<file path="config.mk">
export PLATFORM = sky130hd
export DESIGN_NAME = riscv_stall_ctrl_flat
export DESIGN_NICKNAME = d
export VERILOG_FILES = /design/src/rtl/riscv_stall_ctrl_if.sv /design/src/rtl/riscv_stall_ctrl.sv /design/src/flat_wrapper.sv
export SDC_FILE = /design/constraint.sdc
export NUM_CORES = 1
export LEC_CHECK = 0
export CAP_MARGIN = 20
export CELL_PAD_IN_SITES_DETAIL_PLACEMENT = 0
export CELL_PAD_IN_SITES_GLOBAL_PLACEMENT = 1
export CORE_MARGIN = 4
export CORE_UTILIZATION = 34
export DETAILED_ROUTE_END_ITERATION = 10
export PLACE_DENSITY_LB_ADDON = 0.1
export SLEW_MARGIN = 25
export SYNTH_ARGS = -nofsm -noshare
export SYNTH_HDL_FRONTEND = slang
export SYNTH_SLANG_ARGS = --single-unit
</file>
<file path="constraint.sdc">
create_clock -name clk -period 4.4 [get_ports clk]
set_input_delay 0.66 -clock clk [delete_from_list [all_inputs] [get_ports clk]]
set_output_delay 0.66 -clock clk [all_outputs]
set_load 0.02 [all_outputs]
</file>
<file path="src/rtl/riscv_stall_ctrl_if.sv">
// rtl/riscv_stall_ctrl_if.sv - stall controller request/response bundle
interface riscv_stall_ctrl_if #(
    parameter int CNT_W = 32
);
    // stage stall requests and branch resolution
    logic             stallreq_if_i;
    logic             stallreq_id_i;
    logic             stallreq_ex_i;
    logic             stallreq_mem_i;
    logic             br_taken_i;
    logic             clr_i;

    // pipeline control and statistics
    logic [4:0]       stall_o;
    logic             flush_o;
    logic [CNT_W-1:0] stall_cnt_o;
    logic [15:0]      flush_cnt_o;
    logic             timeout_o;

    // pipeline side: raises requests, consumes stall/flush
    modport master (
        output stallreq_if_i, stallreq_id_i, stallreq_ex_i, stallreq_mem_i,
        output br_taken_i, clr_i,
        input  stall_o, flush_o, stall_cnt_o, flush_cnt_o, timeout_o
    );

    // controller side
    modport slave (
        input  stallreq_if_i, stallreq_id_i, stallreq_ex_i, stallreq_mem_i,
        input  br_taken_i, clr_i,
        output stall_o, flush_o, stall_cnt_o, flush_cnt_o, timeout_o
    );
endinterface

</file>
<file path="src/rtl/riscv_stall_ctrl.sv">
// rtl/riscv_stall_ctrl.sv - central pipeline stall/flush controller
module riscv_stall_ctrl #(
    parameter int MAX_STALL = 1024,
    parameter int CNT_W     = 32
) (
    input  logic                   clk,
    input  logic                   rst,
    riscv_stall_ctrl_if.slave      bus
);
    localparam int                 RUN_W   = $clog2(MAX_STALL) + 1;
    localparam logic [RUN_W-1:0]   RUN_MAX = RUN_W'(MAX_STALL);
    localparam logic [RUN_W-1:0]   RUN_PRE = RUN_W'(MAX_STALL - 1);

    logic [4:0]       w_stall;
    logic             w_stalled;
    logic             w_ex_adv;
    logic             w_flush_now;
    logic             w_run_hit;

    logic             r_flush_pend;
    logic [RUN_W-1:0] r_run;
    logic [CNT_W-1:0] r_stall_cnt;
    logic [15:0]      r_flush_cnt;
    logic             r_timeout;

    // EX advances unless MEM or EX itself holds it; kept off the flush path
    // so the stall vector and the flush decision do not form a loop
    assign w_ex_adv    = ~(bus.stallreq_mem_i | bus.stallreq_ex_i);

    // a taken branch (now or deferred) kills IF/ID and ID/EX once EX moves
    assign w_flush_now = w_ex_adv & (bus.br_taken_i | r_flush_pend);

    // prioritized stall vector: deeper stages win, flush overrides IF/ID holds
    always_comb begin
        w_stall = 5'b00000;
        if (bus.stallreq_mem_i) begin
            w_stall = 5'b01111;
        end else if (bus.stallreq_ex_i) begin
            w_stall = 5'b00111;
        end else if (w_flush_now) begin
            w_stall = 5'b00000;
        end else if (bus.stallreq_id_i) begin
            w_stall = 5'b00011;
        end else if (bus.stallreq_if_i) begin
            w_stall = 5'b00001;
        end
    end

    assign w_stalled = |w_stall;

    // run reaching MAX_STALL on this edge
    assign w_run_hit = w_stalled & (r_run == RUN_PRE);

    // pending flush: remembers a taken branch while EX is held; while set,
    // a repeated br_taken_i is absorbed so only one flush is issued
    always_ff @(posedge clk or negedge rst) begin
        if (!rst) begin
            r_flush_pend <= 1'b0;
        end else if (w_flush_now) begin
            r_flush_pend <= 1'b0;
        end else if (bus.br_taken_i && !w_ex_adv) begin
            r_flush_pend <= 1'b1;
        end
    end

    // consecutive stalled-cycle watchdog run, saturating at MAX_STALL
    always_ff @(posedge clk or negedge rst) begin
        if (!rst) begin
            r_run <= '0;
        end else if (!w_stalled) begin
            r_run <= '0;
        end else if (r_run != RUN_MAX) begin
            r_run <= r_run + RUN_W'(1);
        end
    end

    // sticky timeout flag; clear has priority over a new hit
    always_ff @(posedge clk or negedge rst) begin
        if (!rst) begin
            r_timeout <= 1'b0;
        end else if (bus.clr_i) begin
            r_timeout <= 1'b0;
        end else if (w_run_hit) begin
            r_timeout <= 1'b1;
        end
    end

    // stalled-cycle counter, wraps naturally
    always_ff @(posedge clk or negedge rst) begin
        if (!rst) begin
            r_stall_cnt <= '0;
        end else if (bus.clr_i) begin
            r_stall_cnt <= '0;
        end else if (w_stalled) begin
            r_stall_cnt <= r_stall_cnt + CNT_W'(1);
        end
    end

    // flush counter, wraps naturally
    always_ff @(posedge clk or negedge rst) begin
        if (!rst) begin
            r_flush_cnt <= '0;
        end else if (bus.clr_i) begin
            r_flush_cnt <= '0;
        end else if (w_flush_now) begin
            r_flush_cnt <= r_flush_cnt + 16'd1;
        end
    end

    assign bus.stall_o     = w_stall;
    assign bus.flush_o     = w_flush_now;
    assign bus.stall_cnt_o = r_stall_cnt;
    assign bus.flush_cnt_o = r_flush_cnt;
    assign bus.timeout_o   = r_timeout;
endmodule

</file>
<file path="src/flat_wrapper.sv">
// flat-port wrapper written by rule: the top's interface ports become plain ports
module riscv_stall_ctrl_flat 
#(
    parameter int MAX_STALL = 1024,
    parameter int CNT_W     = 32
)
  (clk, rst, bus_stallreq_if_i, bus_stallreq_id_i, bus_stallreq_ex_i, bus_stallreq_mem_i, bus_br_taken_i, bus_clr_i, bus_stall_o, bus_flush_o, bus_stall_cnt_o, bus_flush_cnt_o, bus_timeout_o);
  riscv_stall_ctrl_if #(.CNT_W(CNT_W)) bus_i ();
  input  logic clk;
  input  logic rst;
  input wire logic [$bits(bus_i.stallreq_if_i)-1:0] bus_stallreq_if_i;
  input wire logic [$bits(bus_i.stallreq_id_i)-1:0] bus_stallreq_id_i;
  input wire logic [$bits(bus_i.stallreq_ex_i)-1:0] bus_stallreq_ex_i;
  input wire logic [$bits(bus_i.stallreq_mem_i)-1:0] bus_stallreq_mem_i;
  input wire logic [$bits(bus_i.br_taken_i)-1:0] bus_br_taken_i;
  input wire logic [$bits(bus_i.clr_i)-1:0] bus_clr_i;
  output wire logic [$bits(bus_i.stall_o)-1:0] bus_stall_o;
  output wire logic [$bits(bus_i.flush_o)-1:0] bus_flush_o;
  output wire logic [$bits(bus_i.stall_cnt_o)-1:0] bus_stall_cnt_o;
  output wire logic [$bits(bus_i.flush_cnt_o)-1:0] bus_flush_cnt_o;
  output wire logic [$bits(bus_i.timeout_o)-1:0] bus_timeout_o;
  assign bus_i.stallreq_if_i = bus_stallreq_if_i;
  assign bus_i.stallreq_id_i = bus_stallreq_id_i;
  assign bus_i.stallreq_ex_i = bus_stallreq_ex_i;
  assign bus_i.stallreq_mem_i = bus_stallreq_mem_i;
  assign bus_i.br_taken_i = bus_br_taken_i;
  assign bus_i.clr_i = bus_clr_i;
  assign bus_stall_o = bus_i.stall_o;
  assign bus_flush_o = bus_i.flush_o;
  assign bus_stall_cnt_o = bus_i.stall_cnt_o;
  assign bus_flush_cnt_o = bus_i.flush_cnt_o;
  assign bus_timeout_o = bus_i.timeout_o;
  riscv_stall_ctrl #(.MAX_STALL(MAX_STALL), .CNT_W(CNT_W)) u_core (.clk(clk), .rst(rst), .bus(bus_i));
endmodule
</file>
# Word-level counts from Yosys, hierarchy flattened
# Index checks and enable logic that the tools add are counted.
# totals
regBits	61
latch_bits	0
ram_bits	0
romBits	0
input_bits	8
output_inout_bits	55
wordCells	37
memories	0
# op_classes
add_sub_neg	3
n_mul	0
div	0
order_cmp	0
n_eq_ne	3
n_shift	0
n_mux	15
bitwise	5
reduce_logical	6
# ops
operator	n
$mux 32	2
$add 32x1->32 const B	1
$mux 16	2
$mux 11	2
$mux 5	4
$add 16x1->16 const B	1
$add 11x1->11 const B	1
$eq 11x10->1 const B	1
$ne 11x11->1 const B	1
$reduce_bool 2->1	4
$mux 1	5
$reduce_or 5->1	1
$and 1x1->1	2
$ne 2x2->1 const B	1
$or 1x1->1	2
$logic_and 1x1->1	1
$not 1->1	1

# Depth between registers and ports, before layout
# Gate-level depths: netlist (run 1).
# logic_depth
ltp_word	10
mapped_depth	7
ltp_nobuf	7

# Worst setup path after synthesis (run 1)
# No wires, ideal clock.
# synth_timing
path_type	input to register
from	input port bus_br_taken_i
to	register u_core.r_stall_cnt[28], in the netlist u_core.bus.stall_cnt_o[28]
setup_ps	78
t_arrival_ps	2112
required_ps	4322
setup_slack_ps	2210
stages	6
n_path_buf	1
cell_sequence	o31a_1 > inv_1 > clkbuf_1 > nand4_1 > or3_1 > a21oi_1
# synth_via
elab_chain_cells	7
# synth_lines
item	line_no	text
start, declared	flat_wrapper.sv:15	input wire logic [$bits(bus_i.br_taken_i)-1:0] bus_br_taken_i;
$or 1x1->1	riscv_stall_ctrl.sv:31	assign w_flush_now = w_ex_adv & (bus.br_taken_i | r_flush_pend);
$and 1x1->1	riscv_stall_ctrl.sv:31	
$mux 5	riscv_stall_ctrl.sv:40	end else if (w_flush_now) begin
$mux 5	riscv_stall_ctrl.sv:38	end else if (bus.stallreq_ex_i) begin
$mux 5	riscv_stall_ctrl.sv:36	if (bus.stallreq_mem_i) begin
net bus_stall_o[0]	flat_wrapper.sv:17	output wire logic [$bits(bus_i.stall_o)-1:0] bus_stall_o;
$reduce_or 5->1	riscv_stall_ctrl.sv:49	assign w_stalled = |w_stall;
$reduce_bool 2->1 (no line)	n/a	
end signal, assigned	riscv_stall_ctrl.sv:95	r_stall_cnt <= r_stall_cnt + CNT_W'(1);
end, declared	riscv_stall_ctrl.sv:22	logic [CNT_W-1:0] r_stall_cnt;
# The timed path passes the listed nets, and every way through them passes these cells.
# A chain may end at the register's enable or synchronous reset.

# Worst setup path in the final report (run 1)
# layout_timing
from	input port bus_stallreq_id_i
to	output port bus_stall_o[0]
# layout_via
elab_chain_cells	4
# layout_lines
item	line_no	text
start, declared	flat_wrapper.sv:12	input wire logic [$bits(bus_i.stallreq_id_i)-1:0] bus_stallreq_id_i;
$mux 5	riscv_stall_ctrl.sv:42	end else if (bus.stallreq_id_i) begin
$mux 5	riscv_stall_ctrl.sv:40	
$mux 5	riscv_stall_ctrl.sv:38	
$mux 5	riscv_stall_ctrl.sv:36	
end, declared	flat_wrapper.sv:17	
# Every way passes these cells.

==> results of run 1 <==
[final timing paths]
| check | cells past startpoint | to | slack, ns | startpoint |
|---|---|---|---|---|
| min | 1 | u_core.r_run[6]$_DFFE_PN0P_ | 0.41 | rst |
| max reg2reg | 5 | u_core.bus.stall_cnt_o[18]$_DFFE_PN0P_ | 1.92 | u_core.bus.stall_cnt_o[3]$_DFFE_PN0P_ |
| min in group clk | 2 | u_core.bus.timeout_o$_DFFE_PN0P_ | 0.50 | u_core.bus.timeout_o$_DFFE_PN0P_ |
| max | 5 | bus_stall_o[0] | 1.24 | bus_stallreq_id_i |
| min reg2reg | 2 | u_core.bus.timeout_o$_DFFE_PN0P_ | 0.50 | u_core.bus.timeout_o$_DFFE_PN0P_ |
| max in group asynchronous | 2 | u_core.bus.stall_cnt_o[19]$_DFFE_PN0P_ | 3.10 | rst |
[Yosys cell counts, types with 2 or more instances]
master and instances:
clkbuf_1 7, nor4_1 11, buf_2 2, ha_1 4
nand4_1 13, mux2_2 3, nand3_1 23, and2_1 3
and4_1 6, or4_1 3, xnor2_1 20, buf_4 2
nand2_1 25, nor4b_1 2, dfrtp_1 61, o31ai_1 2
a21oi_1 11, and3_1 8, xor2_1 25, inv_1 5
nor2b_1 3, or3_1 6, buf_1 4, o21ai_0 6
nor2_1 61, nor3_1 5
[through the flow]
step | setup slack [ns] | std cells | power (mW) | cell area (sq um) | hold slack, ns
2_1_floorplan | 2.21 | 330 | 0.686 | 3100 | 0.364
3_3_place_gp | 1.24 | 487 | 0.734 | 3790 | 0.481
3_5_place_dp | 1.24 | 487 | 0.736 | 3790 | 0.493
4_1_cts | 1.24 | 503 | 1.31 | 4020 | 0.440
5_1_grt | 1.17 | 503 | 1.35 | 4020 | 0.477
6_report | 1.24 | 503 | 1.29 | 4020 | 0.413
[registers in the layout, indices dropped and copies added, names as in the netlist]
| signal | flops |
|---|---|
| u_core.bus.stall_cnt_o | 32 |
| u_core.bus.flush_cnt_o | 16 |
| u_core.r_run | 11 |
| u_core.bus.timeout_o | 1 |
| u_core.r_flush_pend | 1 |
[worst max-delay path: cells and delay by family]
family / cells / cell delay (ns)
AO/OA/AOI/OAI: 1 / 0.28
buffers and inverters: 3 / 1.51
AND/OR/NAND/NOR: 1 / 0.05
[cells by family (layout without fill, tap and decap cells)]
| group | Yosys count | count (layout) | share of synthesized area |
|---|---|---|---|
| other | 1 | 1 | 0.00121 |
| muxes | 4 | 4 | 0.0145 |
| buffers and inverters | 20 | 85 | 0.0274 |
| AOI/OAI and AO/OA | 21 | 21 | 0.0375 |
| adders and majority gates | 4 | 4 | 0.0161 |
| DFF | 61 | 61 | 0.492 |
| and+or+nand+nor | 174 | 174 | 0.284 |
| xor gates and xnor gates | 45 | 45 | 0.127 |
[layout make-up]
| class | count | area share |
|---|---|---|
| Tap cell | 108 | 0.0336 |
| Sequential cell | 61 | 0.380 |
| Multi-Input combinational cell | 249 | 0.371 |
| Inverter | 5 | 0.00467 |
| Clock inverter | 4 | 0.0174 |
| Clock buffer | 12 | 0.0386 |
| Timing Repair Buffer | 64 | 0.156 |
[per-layer routing]
metal,part of all wire,routed length (microns)
met5,0,0
met3,0.046,348
met2,0.46,3440
met4,0.016,119
met1,0.48,3620
[where the power goes]
group / total, mW / switching, mW / leakage (nW) / internal, mW
registers: 0.607 / 0.0258 / 0.841 / 0.581
logic: 0.115 / 0.0667 / 0.679 / 0.0480
clock network: 0.564 / 0.216 / 0.116 / 0.348
==> impl_metrics.json, run 1 <==
{
  "outcome": "finished, final reports clean",
  "fill_cells": 857,
  "yosysTopAreaCell": "dfrtp_1",
  "syn-num-nets": 342,
  "synth_sequential_area_ratio": 0.492,
  "syn-cell-area_sq_mm": 0.00310,
  "gr-usage-met1": 0.191,
  "start_util": 0.352,
  "drive_above_1_share": 0.0658,
  "grt_overflow": 0,
  "fin_util": 0.457,
  "synth.area.top_cells": "dfrtp_1 49%, nor2_1 7.4%, xor2_1 7.1%",
  "place_hpwl_mm": 4.95,
  "first_pass_iters": 4,
  "slew_violations": 0,
  "synth_edf_count": 0,
  "worstPathCellList": "clkdlybuf4s50_1, nor2_1, o31a_1, inv_1, clkdlybuf4s50_1",
  "synthCells": 330,
  "cts_tree": "built",
  "layout_common_cells": "61 x nor2_1, 61 x dfrtp_1, 59 x clkdlybuf4s50_1",
  "antenna_left": 0,
  "gp_congestion": 0.749,
  "cts-hold-fix-buffers": 0,
  "min_period_over_period": 0.718,
  "p_leak_nw": 1.64,
  "die_y_microns": 104,
  "rows": 34,
  "clk-insertion-delay-late_ns": 0.34,
  "vias_per_cell": 5.05,
  "synth.distinct_cells": 35,
  "grt_usage": 0.147,
  "rsz0062_at_grt": "false",
  "ys.flop_type": "dfrtp_1",
  "max_cap_viol_count": 0,
  "async_flop_share": 1.00,
  "final_nets": 402,
  "ctsResizeCount": 0,
  "multi_input_area_sq_mm": 0.00149,
  "slew_headroom": 0.381,
  "arrival_ns": 2.50,
  "worst-path-max-fanout": 11,
  "worst_pin_slew_ns": 0.921,
  "clk_path_buf_depth": 2,
  "grt_max_degree": 53,
  "drt_wl_total_mm": 7.53,
  "crit_top_cell": "clkdlybuf4s50_1",
  "cts_setup_buffers": 0,
  "vdd_drop_max_mv": 0.123,
  "grtUsageMet3": 0.0386,
  "top_usage_layer": "met2",
  "die_w_microns": 104,
  "skew_ns": 0.00873,
  "yosys.area.top_type_share": 0.492,
  "timing.critical_path.slowest_cell_delay_ns": 0.69,
  "ios": 63,
  "slowest_stage": "clkdlybuf4s50_1",
  "grt_pass1_wl_mm": 12.9,
  "drt-initial-drc-count": 58,
  "antenna_cells": 0,
  "startpoint_type": "input pin",
  "route.detailed.drc": 0,
  "vias": 2539,
  "hp-class": "input pin to asynchronous set/reset pin",
  "yosysWarnings": 0,
  "numCtsBuffers": 9,
  "finalSetupViolCount": 0,
  "path_class": "input pin to output port",
  "cts.reportedPaths.clkPinSlew_ns": 0.07,
  "cts.sinks": 61,
  "ys_ff_latch": 61,
  "port_buffers": 61,
  "critPathRequiredTime_ns": 3.74,
  "root_buffer": "clkbuf_8",
  "core_area_sq_mm": 0.00881,
  "grt_use_met2": 0.233,
  "dieArea_sq_mm": 0.0107,
  "fmax_mhz": 316,
  "grt_pass1_vias": 2582,
  "setup_tns_ns": 0,
  "antenna_found_initial": 0,
  "final_hold_viol_count": 0,
  "critPathCaptureType": "output port",
  "post_drt_wl_per_cell_microns": 15.0,
  "htree_levels": 3,
  "fin_crit_ns": 3.16,
  "seqCellArea_sq_mm": 0.00153,
  "avgSynthCellArea_sq_um": 9.40,
  "syn_to_final_growth_pct": 29.6,
  "power.density_mw_per_mm2": 320
}
Note: power is estimated with default switching activity, not from simulation.
==> run 2: changes to the inputs <==
clock period = 2.6 ns   (was 4.4 ns; I/O delays follow)
==> run 2 against run 1 <==
Net effect: via count rose by 2.1%; core utilization hardly changed; critical path depth stayed put; global-route usage up 0.24 points; sequential share of layout area hardly changed; final area hardly changed; hold slack got worse by 0.30 ns; critical endpoint unchanged; largest power group unchanged.
==> impl_metrics.json, run 2 (synthesis gave the netlist of run 1 again) <==
{
  "antenna_left": 0,
  "path_class": "input pin to output port",
  "outcome": "finished, final reports clean",
  "skew_ns": 0.00795,
  "syn_to_final_growth_pct": 29.7,
  "largest_reg_flops": 32,
  "place_hpwl_mm": 5.32,
  "fmax_mhz": 428,
  "setup_tns_ns": 0,
  "slew_headroom": 0.529,
  "hp-class": "input pin to asynchronous set/reset pin",
  "fin_total_pwr_mw": 1.97,
  "slowest_stage": "clkdlybuf4s50_1",
  "drt-initial-drc-count": 80,
  "p_leak_nw": 1.65,
  "cts.sinks": 61,
  "rows": 34,
  "vias": 2593,
  "ios": 63,
  "vias_per_cell": 5.10,
  "final_cell_area_sq_mm": 0.00402,
  "clk-insertion-delay-late_ns": 0.33,
  "die_y_microns": 104,
  "port_buffers": 61,
  "drive_above_1_share": 0.0775,
  "fill_cells": 873,
  "cts.reportedPaths.clkPinSlew_ns": 0.06,
  "finalSetupViolCount": 0,
  "core_area_sq_mm": 0.00881,
  "final_hold_viol_count": 0,
  "crit_top_cell": "clkdlybuf4s50_1",
  "vdd_drop_max_mv": 0.229,
  "worst_pin_slew_ns": 0.706,
  "slew_violations": 0,
  "critPathCaptureType": "output port",
  "power.density_mw_per_mm2": 490,
  "die_w_microns": 104,
  "final_nets": 409,
  "cts-hold-fix-buffers": 0,
  "post_drt_wl_per_cell_microns": 15.2,
  "ctsResizeCount": 0,
  "crit_buf_inv": 3,
  "grt_pass1_vias": 2594,
  "startpoint_type": "input pin",
  "grt_max_degree": 36,
  "grt_pass1_wl_mm": 13.2,
  "dpl_cell_area_sq_mm": 0.00386,
  "rsz0062_at_grt": "false",
  "route.detailed.drc": 0,
  "layout_common_cells": "61 x nor2_1, 61 x dfrtp_1, 59 x clkdlybuf4s50_1",
  "grt_overflow": 0,
  "fin_crit_ns": 2.33,
  "fin_util": 0.457,
  "max_cap_viol_count": 0,
  "timing.critical_path.slowest_cell_delay_ns": 0.63,
  "first_pass_iters": 4,
  "gp_congestion": 0.788,
  "dieArea_sq_mm": 0.0107,
  "antenna_cells": 0,
  "min_period_over_period": 0.898,
  "grt_usage": 0.149,
  "worstPathCellList": "clkdlybuf4s50_1, nor2_1, o31a_1, inv_1, clkdlybuf4s50_1",
  "numCtsBuffers": 9,
  "root_buffer": "clkbuf_8",
  "htree_levels": 3,
  "antenna_found_initial": 0,
  "cts_tree": "built",
  "cts_setup_buffers": 0,
  "start_util": 0.352,
  "drt_wl_total_mm": 7.74,
  "worst-path-max-fanout": 3,
  "critPathRequiredTime_ns": 2.21,
  "cp_top_family": "buffers and inverters",
  "arrival_ns": 1.94,
  "clk_path_buf_depth": 2
}
==> run 2: cell types whose count changed in the layout (fill, tap and decap cells not counted), sizes merged <==
cell    before  now
buf          5   12
bufinv       2    0
==> run 2: area by class of cell <==
type | count | area (sq um) | area share
sequential | 61 | 1530 | 0.379
multi-input combinational | 249 | 1490 | 0.370
timing repair buffer | 71 | 688 | 0.171
clock buffer | 12 | 155 | 0.0386
tap | 108 | 135 | 0.0336
inverter | 5 | 18.8 | 0.00466
clock inverter | 2 | 10.0 | 0.00249
==> run 2: worst register-to-register path, cell delays in order, from the launching register on <==
cell and delay [ns]:
dfrtp_1 0.45, nand4_2 0.16, or3_1 0.54, or3_4 0.38, nor3_1 0.25, mux2_1 0.35
==> run 2: path summary, 6_finish.rpt <==
| path | cells past startpoint | end | start | slack, ns |
|---|---|---|---|---|
| max | 5 | bus_stall_o[0] | bus_stallreq_id_i | 0.27 |
| max in group asynchronous | 2 | u_core.bus.stall_cnt_o[1]$_DFFE_PN0P_ | rst | 1.86 |
| min in group clk | 2 | u_core.bus.timeout_o$_DFFE_PN0P_ | u_core.bus.timeout_o$_DFFE_PN0P_ | 0.51 |
| min reg2reg | 2 | u_core.bus.timeout_o$_DFFE_PN0P_ | u_core.bus.timeout_o$_DFFE_PN0P_ | 0.51 |
| min | 1 | u_core.bus.flush_cnt_o[3]$_DFFE_PN0P_ | rst | 0.11 |
| max reg2reg | 5 | u_core.bus.stall_cnt_o[31]$_DFFE_PN0P_ | u_core.bus.stall_cnt_o[8]$_DFFE_PN0P_ | 0.35 |
==> run 2: report_power, final <==
group	internal, mW	switching (mW)	total [mW]
logic	0.0873	0.114	0.201
clock network	0.385	0.359	0.744
registers	0.984	0.0434	1.03
total	1.46	0.517	1.97
==> run 2: layer usage <==
layer,GRT usage,vias to the layer above,part of all wire
li1,-,1268,-
met1,0.197,1251,0.48
met2,0.235,64,0.46
met3,0.0373,10,0.048
met4,0.0598,0,0.013
met5,0,-,0
==> run 2: per-stage QoR <==
| step | worst slack (ns) | instances | hold WS (ns) |
|---|---|---|---|
| floorplan | 0.464 | 330 | 0.0944 |
| global placement | 0.229 | 494 | 0.478 |
| detailed placement | 0.186 | 494 | 0.483 |
| CTS | 0.242 | 508 | 0.126 |
| global route | 0.178 | 508 | 0.149 |
| finish | 0.266 | 508 | 0.110 |
